File: config.mk
export PLATFORM = sky130hd
export DESIGN_NAME = audio_sfx_scheduler
export DESIGN_NICKNAME = d
export VERILOG_FILES = /design/src/rtl/audio_sfx_scheduler.sv
export SDC_FILE = /design/constraint.sdc
export NUM_CORES = 1
export LEC_CHECK = 0
export ABC_CLOCK_PERIOD_IN_PS = 2110
export CELL_PAD_IN_SITES_DETAIL_PLACEMENT = 0
export CELL_PAD_IN_SITES_GLOBAL_PLACEMENT = 1
export CORE_ASPECT_RATIO = 0.7
export CORE_MARGIN = 2
export CORE_UTILIZATION = 39
export DETAILED_ROUTE_END_ITERATION = 16
export GPL_ROUTABILITY_DRIVEN = 1
export PLACE_DENSITY_LB_ADDON = 0.1
export SYNTH_ARGS = -nofsm -noshare
export SYNTH_HDL_FRONTEND = slang
export SYNTH_SLANG_ARGS = --single-unit
File: constraint.sdc
create_clock -name Master_Clock_In -period 2.11 [get_ports Master_Clock_In]
set_input_delay 0.3165 -clock Master_Clock_In [delete_from_list [all_inputs] [get_ports Master_Clock_In]]
set_output_delay 0.3165 -clock Master_Clock_In [all_outputs]
set_load 0.02 [all_outputs]
File: src/rtl/audio_sfx_scheduler.sv
// Plays one of four 1-bit sound effects from a shared sample ROM, chosen by fixed priority
// from latched requests, with samples paced by an internal sample-rate divider.
module audio_sfx_scheduler #(
    parameter logic [15:0] CLK_DIV    = 16'd2500,
    parameter logic [63:0] BASE_TABLE = 64'h0300_0200_0100_0000,
    parameter logic [63:0] LEN_TABLE  = 64'h0,
    parameter logic        PREEMPT    = 1'b1
) (
    input  logic        Master_Clock_In,
    input  logic        Master_Reset_N_In,
    input  logic [3:0]  Sfx_Req_In,
    input  logic        Sfx_Stop_In,
    input  logic        Enable_In,
    output logic [15:0] Rom_Addr_Out,
    output logic        Rom_Rd_Out,
    input  logic        Rom_Data_In,
    output logic        Signal,
    output logic        Busy_Out,
    output logic [1:0]  Active_Sfx_Out,
    output logic [3:0]  Pending_Out,
    output logic        Done_Pulse_Out
);

    typedef enum logic [2:0] {
        IDLE  = 3'd0,
        FETCH = 3'd1,
        WAIT  = 3'd2,
        PLAY  = 3'd3,
        TAIL  = 3'd4
    } state_t;

    state_t      state_q, state_d;
    logic [3:0]  pending_q, pending_d;
    logic [15:0] div_q, div_d;
    logic [15:0] addr_q, addr_d;
    logic [15:0] remain_q, remain_d;
    logic [1:0]  active_q, active_d;
    logic        sample_q, sample_d;
    logic        signal_q, signal_d;
    logic        done_q, done_d;
    logic        rd_q, rd_d;
    logic        busy_q, busy_d;

    logic [15:0] base_arr [4];
    logic [15:0] len_arr  [4];

    generate
        for (genvar gi = 0; gi < 4; gi++) begin : g_table
            assign base_arr[gi] = BASE_TABLE[16*gi +: 16];
            assign len_arr[gi]  = LEN_TABLE[16*gi +: 16];
        end
    endgenerate

    logic        req_any;
    logic [1:0]  req_idx;
    logic        tick;
    logic        grant;
    logic [15:0] remain_dec;

    always_comb begin
        req_any = |pending_q;
        req_idx = 2'd0;
        for (int i = 3; i >= 0; i--) begin
            if (pending_q[i]) req_idx = 2'(i);
        end
    end

    assign tick       = (div_q == CLK_DIV - 16'd1);
    assign remain_dec = remain_q - 16'd1;

    always_comb begin
        state_d   = state_q;
        pending_d = pending_q | Sfx_Req_In;
        div_d     = div_q;
        addr_d    = addr_q;
        remain_d  = remain_q;
        active_d  = active_q;
        sample_d  = sample_q;
        signal_d  = signal_q;
        done_d    = 1'b0;
        grant     = 1'b0;

        if (state_q != IDLE) div_d = tick ? 16'd0 : div_q + 16'd1;

        // A lower index outranks the active effect; only that case may interrupt playback.
        if (Enable_In && req_any) begin
            if (state_q == IDLE)
                grant = 1'b1;
            else if (PREEMPT && (req_idx < active_q))
                grant = 1'b1;
        end

        if (Sfx_Stop_In) begin
            state_d   = IDLE;
            pending_d = 4'd0;
            signal_d  = 1'b0;
            active_d  = 2'd0;
        end else if (grant) begin
            pending_d[req_idx] = 1'b0;
            addr_d   = base_arr[req_idx];
            remain_d = len_arr[req_idx];
            div_d    = 16'd0;
            // An empty effect completes immediately without touching the ROM.
            if (len_arr[req_idx] == 16'd0) begin
                state_d  = IDLE;
                active_d = 2'd0;
                signal_d = 1'b0;
                done_d   = 1'b1;
            end else begin
                state_d  = FETCH;
                active_d = req_idx;
            end
        end else begin
            case (state_q)
                FETCH: state_d = WAIT;
                WAIT: begin
                    sample_d = Rom_Data_In;
                    state_d  = PLAY;
                end
                PLAY: begin
                    if (tick) begin
                        signal_d = sample_q;
                        addr_d   = addr_q + 16'd1;
                        remain_d = remain_dec;
                        state_d  = (remain_dec != 16'd0) ? FETCH : TAIL;
                    end
                end
                TAIL: begin
                    if (tick) begin
                        signal_d = 1'b0;
                        done_d   = 1'b1;
                        active_d = 2'd0;
                        state_d  = IDLE;
                    end
                end
                default: state_d = IDLE;
            endcase
        end

        rd_d   = (state_d == FETCH);
        busy_d = (state_d != IDLE);
    end

    always_ff @(posedge Master_Clock_In or negedge Master_Reset_N_In) begin
        if (!Master_Reset_N_In) begin
            state_q   <= IDLE;
            pending_q <= 4'd0;
            div_q     <= 16'd0;
            addr_q    <= 16'd0;
            remain_q  <= 16'd0;
            active_q  <= 2'd0;
            sample_q  <= 1'b0;
            signal_q  <= 1'b0;
            done_q    <= 1'b0;
            rd_q      <= 1'b0;
            busy_q    <= 1'b0;
        end else begin
            state_q   <= state_d;
            pending_q <= pending_d;
            div_q     <= div_d;
            addr_q    <= addr_d;
            remain_q  <= remain_d;
            active_q  <= active_d;
            sample_q  <= sample_d;
            signal_q  <= signal_d;
            done_q    <= done_d;
            rd_q      <= rd_d;
            busy_q    <= busy_d;
        end
    end

    assign Rom_Addr_Out   = addr_q;
    assign Rom_Rd_Out     = rd_q;
    assign Signal         = signal_q;
    assign Busy_Out       = busy_q;
    assign Active_Sfx_Out = active_q;
    assign Pending_Out    = pending_q;
    assign Done_Pulse_Out = done_q;

endmodule

==> Implementation_results.wiki <==
{| class="wikitable"
! Metric !! Value
|-
| Run status || finished with violations
|-
| Violated checks || negative setup slack
|-
| Top-Level Pins || 35
|-
| Die width || 115 um
|-
| Dominant combinational cell family by area after synthesis || simple AND/OR/NAND/NOR gates
|-
| Maximum number of pins on one net before global-route repair || 29
|-
| Type of destination of the critical path || flip-flop
|-
| Total setup violations reported at the end of the flow || 3
|-
| Xor and xnor fraction of the mapped netlist area || 7.77%
|-
| Number of enable-type register cells in the synthesized netlist || 0
|-
| Max-slew violation count || 0
|-
| Compound-Gate Fraction of Synth Area || 12.9%
|-
| Final instance count without filler cells || 564
|-
| Total global-route track usage || 19.0%
|-
| Share of synthesized cell area in and, or, nand and nor gates || 27.4%
|-
| Number of port buffers || 32
|-
| Synthesized area per cell || 9.04 um2
|-
| Via count of the first global-routing pass || 2786
|-
| Synthesized-area fraction occupied by adder cells || 1.48%
|-
| Number of max-cap violations || 0
|-
| Placed wire-length estimate after detailed placement || 5.55 mm
|-
| Pre-Repair DR Iteration Count || 4
|-
| Period Utilization, post-route || 101%
|-
| Clk Tree Root Cell || clkbuf_16
|-
| Number of hold violations in the final report || 0
|-
| Warning count from the yosys run || 0
|-
| Synth Flop Type || dfrtp_1
|-
| Detail-routed via count per cell || 5.10
|-
| Height of the die || 81.9 um
|-
| Mapped cell area || 3380 um2
|-
| Library cells used by synthesis || 56
|-
| DR iter-0 viols || 161
|-
| Number of clock buffers inserted by TritonCTS || 9
|-
| Category of the critical setup timing path || flip-flop to flip-flop
|-
| Mux share of post-synthesis cell area || 0.925%
|-
| Number of vias in the routed layout || 2876
|-
| Mapped Cells || 374
|-
| Synthesis-to-finish area growth || 32.0%
|-
| TritonCTS clock tree || yes
|-
| Worst path required time || 2.38 ns
|-
| Inst Count DP || 548
|-
| RSZ-0062 raised after global routing || true
|-
| Critical path startpoint category || flip-flop
|-
| Final estimated routing congestion in global placement || 0.765
|-
| Maximum fanout count along the critical path || 3
|-
| Nets || 454
|-
| Slowest cell on the critical path || or4b_4
|-
| Floorplan Core Area || 8440 um2
|-
| Cell types with the largest area share after synthesis || dfrtp_1 44%, nor2_1 8.2%, xnor2_1 4.1%
|-
| Share of layout cells above drive strength 1 || 19.8%
|-
| Floorplan die area || 9440 um2
|-
| Overflow after GRT || 0
|-
| Delay of the slowest cell on the worst path || 0.48 ns
|-
| Number of antenna violations at the first check in global routing || 0
|-
| Clock-pin transition on the worst setup and hold timing paths || 0.05 ns
|-
| Minimum clock period || 2.14 ns
|-
| Source-to-sink clock delay at the later pin of the worst-skew pair || 0.33 ns
|-
| Cell Pwr Density || 651 nW/um2
|-
| Initial Utilization || 40.1%
|-
| Crit-path cells || inv_2 > ha_4 > or4b_4 > xnor2_2 > o31ai_1 > o2111ai_1 > nor4_2 > buf_4 > a21o_1
|-
| Fraction of synthesized cell area taken by the top area cell type || 44.4%
|-
| Worst Clk Skew || 0.00505 ns
|-
| Yosys reg bits || 60
|-
| WP data arrival || 2.41 ns
|-
| Max H-tree Level || 3
|-
| Peak clock frequency supported by timing || 468 MHz
|-
| Min Hold Slack || 0.357 ns
|-
| Maximum buffer depth of the clock tree || 2
|-
| Sequential share of the synthesized area || 44.4%
|-
| Antenna violation net count after detailed routing || 0
|-
| Share of synthesized flip-flops with an asynchronous set or reset || 100%
|-
| Max VDD drop || 380 uV
|-
| Diodes inserted || 0
|-
| Number of sinks on the clock net || 60
|-
| DRT Wirelength || 8.25 mm
|-
| DRC violations left || 0
|-
| Row cnt || 28
|-
| Hold WC Path Type || input port to asynchronous set/reset pin
|-
| Setup ws final || -0.0283 ns
|-
| Cell taking the most area after synthesis || dfrtp_1
|-
| Wire length of the first global-routing pass || 13.9 mm
|-
| WL per Instance || 14.6 um
|-
| Leak pwr || 1.95 nW
|}
[power by group]
part           internal [mW]  leakage [nW]  switching, mW
logic                  0.101         0.973          0.132
clock network          0.963         0.145          0.510
registers               1.18         0.828         0.0260
[through the flow]
step           total power [mW]  TNS (ns)  util, %  worst slack [ns]  cell area (um2)
6_report                   2.91   -0.0693     52.9           -0.0283             4470
4_1_cts                    2.95   -0.0221     52.1           -0.0151             4400
3_3_place_gp               1.45         0     48.4            0.0437             4080
5_1_grt                    3.03    -0.652     52.9            -0.176             4470
2_1_floorplan              1.32         0        -            0.0228             3390
3_5_place_dp               1.45   -0.0228     48.4           -0.0132             4080
[Yosys cell counts, types with 8 or more instances]
cell type / count
o21ai_0: 22
xnor2_1: 16
nand2_1: 32
a21oi_1: 16
nand4_1: 8
xor2_1: 14
nor2_1: 74
nand3_1: 13
inv_1: 8
dfrtp_1: 60
[sequential cells by signal, indices dropped and copies added (netlist names)]
| register | count |
|---|---|
| div_q | 16 |
| Busy_Out | 1 |
| Pending_Out | 4 |
| Signal | 1 |
| remain_q | 16 |
| Rom_Rd_Out | 1 |
| Done_Pulse_Out | 1 |
| state_q | 3 |
| Rom_Addr_Out | 16 |
| sample_q | 1 |
[cells by family (layout without fill, tap and decap cells)]
| family | count (synthesis) | count (layout) |
|---|---|---|
| xor gates and xnor gates | 30 | 30 |
| DFF | 60 | 60 |
| muxes | 3 | 3 |
| buffers and inverters | 30 | 99 |
| AOI/OAI and AO/OA | 67 | 67 |
| other | 1 | 2 |
| and+or+nand+nor | 179 | 179 |
| adders and majority gates | 4 | 4 |
[metal layers]
| metal | track usage, % | wire, um |
|---|---|---|
| met4 | 5.42 | 74 |
| met3 | 5.39 | 337 |
| met1 | 28.0 | 4410 |
| met2 | 27.0 | 3430 |
| met5 | 0 | 0 |
[worst max-delay path, delay by kind of cell, from the launching register on]
family	cells	cell delay, ns
xor+xnor	1	0.15
compound gates	3	0.52
flops	1	0.39
simple gates	2	0.66
buf+inv	2	0.24
fa+ha+maj	1	0.13
[path summary, 6_finish.rpt]
| path | slack, ns | startpoint | to | depth (start not counted) |
|---|---|---|---|---|
| max | -0.03 | remain_q[1] | state_q[2] | 9 |
| min | 0.36 | Master_Reset_N_In | Pending_Out[0] | 2 |
| max reg2reg | -0.03 | remain_q[1] | state_q[2] | 9 |
| min reg2reg | 0.48 | remain_q[15] | remain_q[15] | 1 |
| max in group asynchronous | 1.12 | Master_Reset_N_In | div_q[2] | 3 |
| min in group Master_Clock_In | 0.48 | remain_q[15] | remain_q[15] | 1 |
[area by class of cell]
class / instances / area (um2)
fillers: 783 / 3980
multi-input cells: 285 / 1770
flip-flops and latches: 60 / 1500
repair buffers: 77 / 718
clock buffers: 12 / 256
well taps: 120 / 150
clock inverters: 2 / 35.0
inverters: 8 / 30.0
[cells in the final DEF, fill, tap and decap left out, types with 3 or more instances in the layout]
cell,netlist,routed
nor4_2,2,5
o21ai_0,22,21
o22ai_1,3,3
nand2_1,32,32
clkbuf_16,0,9
nand3_1,13,13
nor3_1,4,4
buf_12,0,5
nor2_1,74,73
nand4b_1,3,3
xor2_1,14,14
a21oi_1,16,16
xnor2_1,16,15
nand4_1,8,8
dfrtp_1,60,60
ha_1,4,3
a21o_1,3,3
buf_4,7,39
nor2_2,4,5
a211oi_1,3,3
nor4_1,7,4
a31oi_1,4,4
or3_1,3,3
nand2b_1,7,7
clkdlybuf4s50_1,0,31
inv_1,8,6
[repair_timing]
item,in CTS,in global routing
setup endpoints to repair,12,24
pin swaps,0,2
hold buffers,1,0
gates resized for setup,2,18
endpoints found under the hold margin,5,0
buffers inserted,0,1
Note: power is estimated with default switching activity, not from simulation.
